File: config.mk
export PLATFORM = sky130hd
export DESIGN_NAME = user_input_irq_ctrl
export DESIGN_NICKNAME = d
export VERILOG_FILES = /design/src/rtl/user_input_pkg.sv /design/src/rtl/user_input_irq_ctrl_debounce.sv /design/src/rtl/user_input_irq_ctrl.sv
export SDC_FILE = /design/constraint.sdc
export NUM_CORES = 1
export LEC_CHECK = 0
export CORE_MARGIN = 3
export CORE_UTILIZATION = 40
export CTS_BUF_LIST = sky130_fd_sc_hd__clkbuf_8
export CTS_CLUSTER_SIZE = 40
export DETAILED_ROUTE_END_ITERATION = 10
export PLACE_DENSITY_LB_ADDON = 0.1
export SLEW_MARGIN = 5
export SYNTH_ARGS = -nofsm -noshare
export SYNTH_HDL_FRONTEND = slang
export SYNTH_SLANG_ARGS = --single-unit
export TNS_END_PERCENT = 1
File: constraint.sdc
create_clock -name clk -period 2.4 [get_ports clk]
set_clock_uncertainty 0.15 [all_clocks]
set_input_delay 0.36 -clock clk [delete_from_list [all_inputs] [get_ports clk]]
set_output_delay 0.36 -clock clk [all_outputs]
set_load 0.005 [all_outputs]
File: src/rtl/user_input_pkg.sv
// Shared definitions for the user-input interrupt controller: register map,
// input counts and the bit positions of keys and switches in every register.
package user_input_pkg;

    localparam int NUM_KEYS   = 4;
    localparam int NUM_SW     = 4;
    localparam int NUM_INPUTS = NUM_KEYS + NUM_SW;

    // Keys occupy the low nibble, switches the next one up.
    localparam int KEY_OFFSET = 0;
    localparam int SW_OFFSET  = KEY_OFFSET + NUM_KEYS;

    typedef enum logic [1:0] {
        ADDR_STATUS  = 2'd0,
        ADDR_PENDING = 2'd1,
        ADDR_MASK    = 2'd2,
        ADDR_CAPTURE = 2'd3
    } regAddr_t;

    // Places an input-wide register value on the 32-bit bus, upper bits zero.
    function automatic logic [31:0] zeroExtend(input logic [NUM_INPUTS-1:0] value);
        return {{(32-NUM_INPUTS){1'b0}}, value};
    endfunction

endpackage

File: src/rtl/user_input_irq_ctrl_debounce.sv
// One-bit input conditioner: 2-FF synchroniser followed by a saturating
// stability counter. o_update flags the cycle on which o_level will flip.
module input_debounce #(
    parameter int   DEBOUNCE_CYCLES = 500000,
    parameter logic RESET_VALUE     = 1'b0
) (
    input  logic i_clk,
    input  logic i_reset,
    input  logic i_raw,
    output logic o_level,
    output logic o_update
);

    localparam int               CNT_W   = $clog2(DEBOUNCE_CYCLES + 1);
    localparam logic [CNT_W-1:0] CNT_MAX = CNT_W'(DEBOUNCE_CYCLES);

    logic             r_sync0;
    logic             r_sync1;
    logic             r_level;
    logic [CNT_W-1:0] r_count;
    logic             w_differs;
    logic             w_expired;

    assign w_differs = (r_sync1 != r_level);
    assign w_expired = (r_count == CNT_MAX);
    assign o_level   = r_level;
    assign o_update  = w_differs && w_expired;

    // Synchronise the pin, count consecutive disagreeing cycles, adopt the new level once the count is full.
    always_ff @(posedge i_clk) begin
        if (i_reset) begin
            r_sync0 <= RESET_VALUE;
            r_sync1 <= RESET_VALUE;
            r_level <= RESET_VALUE;
            r_count <= '0;
        end else begin
            r_sync0 <= i_raw;
            r_sync1 <= r_sync0;
            if (!w_differs) begin
                r_count <= '0;
            end else if (w_expired) begin
                r_level <= r_sync1;
                r_count <= '0;
            end else begin
                r_count <= r_count + CNT_W'(1);
            end
        end
    end

endmodule

File: src/rtl/user_input_irq_ctrl.sv
// Interrupt controller for the board push-buttons and slide switches.
// Debounced key presses and switch changes latch into PENDING; the HPS
// reads and clears them over Avalon-MM and sees a level interrupt.
module user_input_irq_ctrl
    import user_input_pkg::*;
#(
    parameter int DEBOUNCE_CYCLES = 500000
) (
    input  logic        clk,
    input  logic        reset,
    input  logic [3:0]  keys,
    input  logic [3:0]  switches,
    input  logic [1:0]  avs_address,
    input  logic        avs_read,
    input  logic        avs_write,
    input  logic [31:0] avs_writedata,
    output logic [31:0] avs_readdata,
    output logic        irq
);

    localparam int               ARM_W   = $clog2(DEBOUNCE_CYCLES + 3);
    localparam logic [ARM_W-1:0] ARM_MAX = ARM_W'(DEBOUNCE_CYCLES + 2);

    logic [NUM_INPUTS-1:0] w_raw;
    logic [NUM_INPUTS-1:0] w_level;
    logic [NUM_INPUTS-1:0] w_update;
    logic [NUM_INPUTS-1:0] w_event;
    logic [NUM_INPUTS-1:0] w_status;
    logic [NUM_INPUTS-1:0] w_clearBits;
    logic                  w_unusedBits;

    logic [ARM_W-1:0]      r_armCount;
    logic                  r_armed;
    logic [NUM_INPUTS-1:0] r_event;
    logic [NUM_INPUTS-1:0] r_pending;
    logic [NUM_INPUTS-1:0] r_mask;
    logic [NUM_INPUTS-1:0] r_capture;

    assign w_raw        = {switches, keys};
    assign w_unusedBits = ^avs_writedata[31:NUM_INPUTS];
    assign w_clearBits  = (avs_write && (avs_address == ADDR_PENDING))
                          ? avs_writedata[NUM_INPUTS-1:0] : '0;

    // Keys idle high (released), switches idle low.
    for (genvar i = 0; i < NUM_INPUTS; i++) begin : g_input
        input_debounce #(
            .DEBOUNCE_CYCLES(DEBOUNCE_CYCLES),
            .RESET_VALUE    ((i < SW_OFFSET) ? 1'b1 : 1'b0)
        ) u_debounce (
            .i_clk   (clk),
            .i_reset (reset),
            .i_raw   (w_raw[i]),
            .o_level (w_level[i]),
            .o_update(w_update[i])
        );
    end

    // Events come from the debouncer's flip strobe; keys count only the press (current level 1 about to go 0).
    always_comb begin
        w_event = w_update;
        w_event[KEY_OFFSET +: NUM_KEYS] = w_update[KEY_OFFSET +: NUM_KEYS] & w_level[KEY_OFFSET +: NUM_KEYS];
    end

    // Status view inverts the active-low keys so that 1 always means pressed.
    always_comb begin
        w_status = w_level;
        w_status[KEY_OFFSET +: NUM_KEYS] = ~w_level[KEY_OFFSET +: NUM_KEYS];
    end

    // Arming: the armed flag trails the counter by one cycle so that the first settle flip after reset is also swallowed.
    always_ff @(posedge clk) begin
        if (reset) begin
            r_armCount <= '0;
            r_armed    <= 1'b0;
        end else begin
            if (r_armCount != ARM_MAX) begin
                r_armCount <= r_armCount + ARM_W'(1);
            end
            r_armed <= (r_armCount == ARM_MAX);
        end
    end

    // Register file, event latch and interrupt; hardware set beats a same-cycle W1C, reads see pre-write values.
    always_ff @(posedge clk) begin
        if (reset) begin
            r_event      <= '0;
            r_pending    <= '0;
            r_mask       <= '0;
            r_capture    <= '0;
            irq          <= 1'b0;
            avs_readdata <= '0;
        end else begin
            r_event   <= r_armed ? w_event : '0;
            r_pending <= (r_pending & ~w_clearBits) | r_event;
            if (avs_write && (avs_address == ADDR_MASK)) begin
                r_mask <= avs_writedata[NUM_INPUTS-1:0];
            end
            if (|r_event) begin
                r_capture <= w_status;
            end
            irq <= |(r_pending & r_mask);
            if (avs_read) begin
                case (regAddr_t'(avs_address))
                    ADDR_STATUS:  avs_readdata <= zeroExtend(w_status);
                    ADDR_PENDING: avs_readdata <= zeroExtend(r_pending);
                    ADDR_MASK:    avs_readdata <= zeroExtend(r_mask);
                    default:      avs_readdata <= zeroExtend(r_capture);
                endcase
            end
        end
    end

endmodule
==> results.cfg <==
[route]
antenna_left = 0
viasPerCell = 5.03
wl_per_cell_um = 13.4
drc_errors = 0
firstDrtPassIters = 5
wirelength_mm = 21.8
drt_iter0_drc = 366
route.vias.total = 8183

[clock_network]
clock_latency_ns = 0.53
cts_max_path_buffers = 3
cts-buffers-inserted = 41
path_clk_slew_ns = 0.06
htree_levels = 2
ctsResizeCount = 0
cts-root-buf = clkbuf_8
post_cts_buffers = 0
cts.sinks = 237
cts_hold_buf = 1
cts_tree = yes

[worst_setup_path]
path_buf_inv = 0
crit_chain = or4_1 -> or4_4 -> or2_1 -> a31o_2
critical_path.top_delay_family = simple AND/OR/NAND/NOR gates
end_kind = register
critPathLaunchType = register
arrival_ns = 2.46
critPathRequiredTime_ns = 2.67
critPathSlowestCell = or4_1
path_max_fanout = 4
critPathMaxStageDelay_ns = 0.56
critPathKind = reg -> reg

[yosys]
ys_seq_elements = 237
yosys_warnings = 0
synth-edff-count = 0
syn-cell-area_mm2 = 0.0106
synth_flop_cell = dfxtp_1
syn_inst = 1184
synth_area_leaders = dfxtp_1 (45%), xnor2_1 (8.4%), nor2_1 (7.5%), nand3_1 (3.1%), xor2_1 (2.9%)
avgSynthCellArea_um2 = 8.99
synth-seq-area-share = 0.446
yosysTopAreaCell = dfxtp_1
ys_async_sr_fraction = 0
synth_cell_types = 59
yosysTopAreaCellShare = 0.446

[final_layout]
drive_gt1_frac = 0.114
final_cell_area_mm2 = 0.0123
area_growth_pct = 15.4
nets = 1330
n_fill_cell = 2605
final_cells = 1626

[floorplanning]
die_h_um = 169
die_w_um = 169
rows = 59
start_util = 0.407
die_area_mm2 = 0.0286
core-area_mm2 = 0.0261
num_io_pins = 79

[placed_design]
hpwl_mm = 15.1
place_inst = 1557
portBuffers = 30
dpl_cell_area_mm2 = 0.0115
gp_congestion = 0.800

[sta]
period_share = 0.912
worst_pin_slew_ns = 0.594
finalSetupTns_ns = 0
drv_slew = 0
hold_violations = 0
rsz0062_at_grt = no
timing.fmax_mhz = 457
min_period_ns = 2.19
relSlewSlack = 0.600
setup_viol = 0

[global_route]
grt_max_degree = 32
grt.overflow.total = 0
antenna_found_initial = 2
grt_pass1_vias = 7741
track_usage = 0.153
grt_first_pass_wirelength_mm = 37.1

[power_and_ir_drop]
power.switching_mw = 1.71
power_frac_clock = 0.462
pwr-share-comb = 0.027
intPower_mw = 6.08
seq_power_share = 0.511
peakVddDrop_uv = 363
powerDensity_mw_per_mm2 = 634
power_leakage_nw = 3.94
swShare = 0.220

[worst_hold_path]
hp-class = in -> reg

[job]
cap_violations = 0

[status]
status = finished, final reports clean
[power groups by stage]
| stage | Clock, mW | Combinational [mW] | Sequential [mW] |
|---|---|---|---|
| floorplan | 0 | 0.151 | 4.06 |
| global placement | 0 | 0.212 | 4.07 |
| detailed placement | 0 | 0.213 | 4.07 |
| CTS | 3.75 | 0.215 | 3.98 |
| global route | 3.93 | 0.236 | 3.98 |
| finish | 3.60 | 0.211 | 3.98 |
[final timing paths]
kind / startpoint / to / slack, ns / cells past startpoint
worst min-delay path: switches[1] / g_input[5].u_debounce.r_sync0 / 0.24 / 2
worst max register to register: g_input[7].u_debounce.r_count[10] / g_input[7].u_debounce.o_level / 0.21 / 4
worst min register to register: g_input[2].u_debounce.r_sync0 / g_input[2].u_debounce.r_sync1 / 0.25 / 1
worst max-delay path: g_input[7].u_debounce.r_count[10] / g_input[7].u_debounce.o_level / 0.21 / 4
[logic make-up (layout without fill, tap and decap cells)]
| kind of cell | after synthesis | in the layout | share of synthesized area |
|---|---|---|---|
| adders and majority gates | 18 | 18 | 0.0212 |
| xor gates and xnor gates | 137 | 137 | 0.113 |
| muxes | 36 | 36 | 0.0440 |
| other | 1 | 26 | 0.000352 |
| AOI/OAI and AO/OA | 75 | 75 | 0.0514 |
| buffers and inverters | 104 | 186 | 0.0492 |
| and+or+nand+nor | 576 | 576 | 0.276 |
| DFF | 237 | 237 | 0.446 |
[state kept, by name (all words and copies together), names as in the netlist]
signal,cells
avs_readdata,8
g_input.u_debounce.o_level,8
g_input.u_debounce.r_count,152
g_input.u_debounce.r_sync0,8
g_input.u_debounce.r_sync1,8
irq,1
r_armCount,19
r_armed,1
r_capture,8
r_event,8
r_mask,8
r_pending,8
[Yosys cell counts, drive strengths merged, types with 6 or more instances]
master,instances
nor4,44
or2,15
o31ai,7
dfxtp,237
xor2,35
buf,34
nor2,212
nor3,34
or4b,7
nand2,67
nand3,65
nand4,46
or3,7
mux4,8
xnor2,102
clkbuf,23
mux2,6
o21ai,10
mux2i,22
nor4b,18
a21oi,34
inv,46
ha,18
nor2b,10
or4,23
and3,10
[through the flow]
step                hold slack, ns   util  power [mW]  setup slack, ns
floorplan                    0.239      -        4.21            0.309
global placement             0.241  0.439        4.28            0.213
detailed placement           0.243  0.439        4.28            0.200
CTS                          0.203  0.470        7.95            0.194
global route                 0.209  0.470        8.15            0.139
finish                       0.237  0.470        7.80            0.212
[layer usage]
metal / routed length, um / part of all wire / track usage
met1: 10700 / 0.49 / 0.211
met2: 9470 / 0.43 / 0.238
met3: 1050 / 0.048 / 0.0340
met4: 546 / 0.025 / 0.0526
met5: 8 / 0.00037 / 0
[worst register-to-register path, cell delays in order (launching register included)]
cell and delay (ns):
dfxtp_1 0.33, or4_1 0.56, or4_4 0.51, or2_1 0.29, a31o_2 0.25
[placed cells by master (no fill, tap or decap), types with 4 or more instances in the layout]
cell and n:
nor4_1 44, or2_2 13, nor4b_1 18, inv_1 53
nand2_1 67, o31ai_1 7, nand3b_1 4, xor2_1 35
ha_1 18, nor2_1 212, clkbuf_8 55, a22oi_1 4
mux2i_1 22, nand4_1 44, o21ai_0 6, or4_1 20
and3_1 10, and4_1 5, buf_4 39, nor3_1 34
dfxtp_1 237, or4b_1 6, nor2b_1 10, nand3_1 65
mux2_2 6, clkdlybuf4s50_1 29, a31o_2 4, buf_12 4
a211oi_1 4, and2_1 5, conb_1 24, mux4_2 8
xnor2_1 102, or3_1 7, a21oi_1 34
[cell type report]
cell class	count	area, um2	area share
multi-input combinational	866	5460	0.445
sequential	237	4740	0.386
clock buffer	55	757	0.0616
timing repair buffer	73	673	0.0548
tap	335	419	0.0341
inverter	47	176	0.0144
clock inverter	11	51.3	0.00417
antenna	2	5.00	0.000407
No activity file was read; power rests on OpenSTA's default activity.
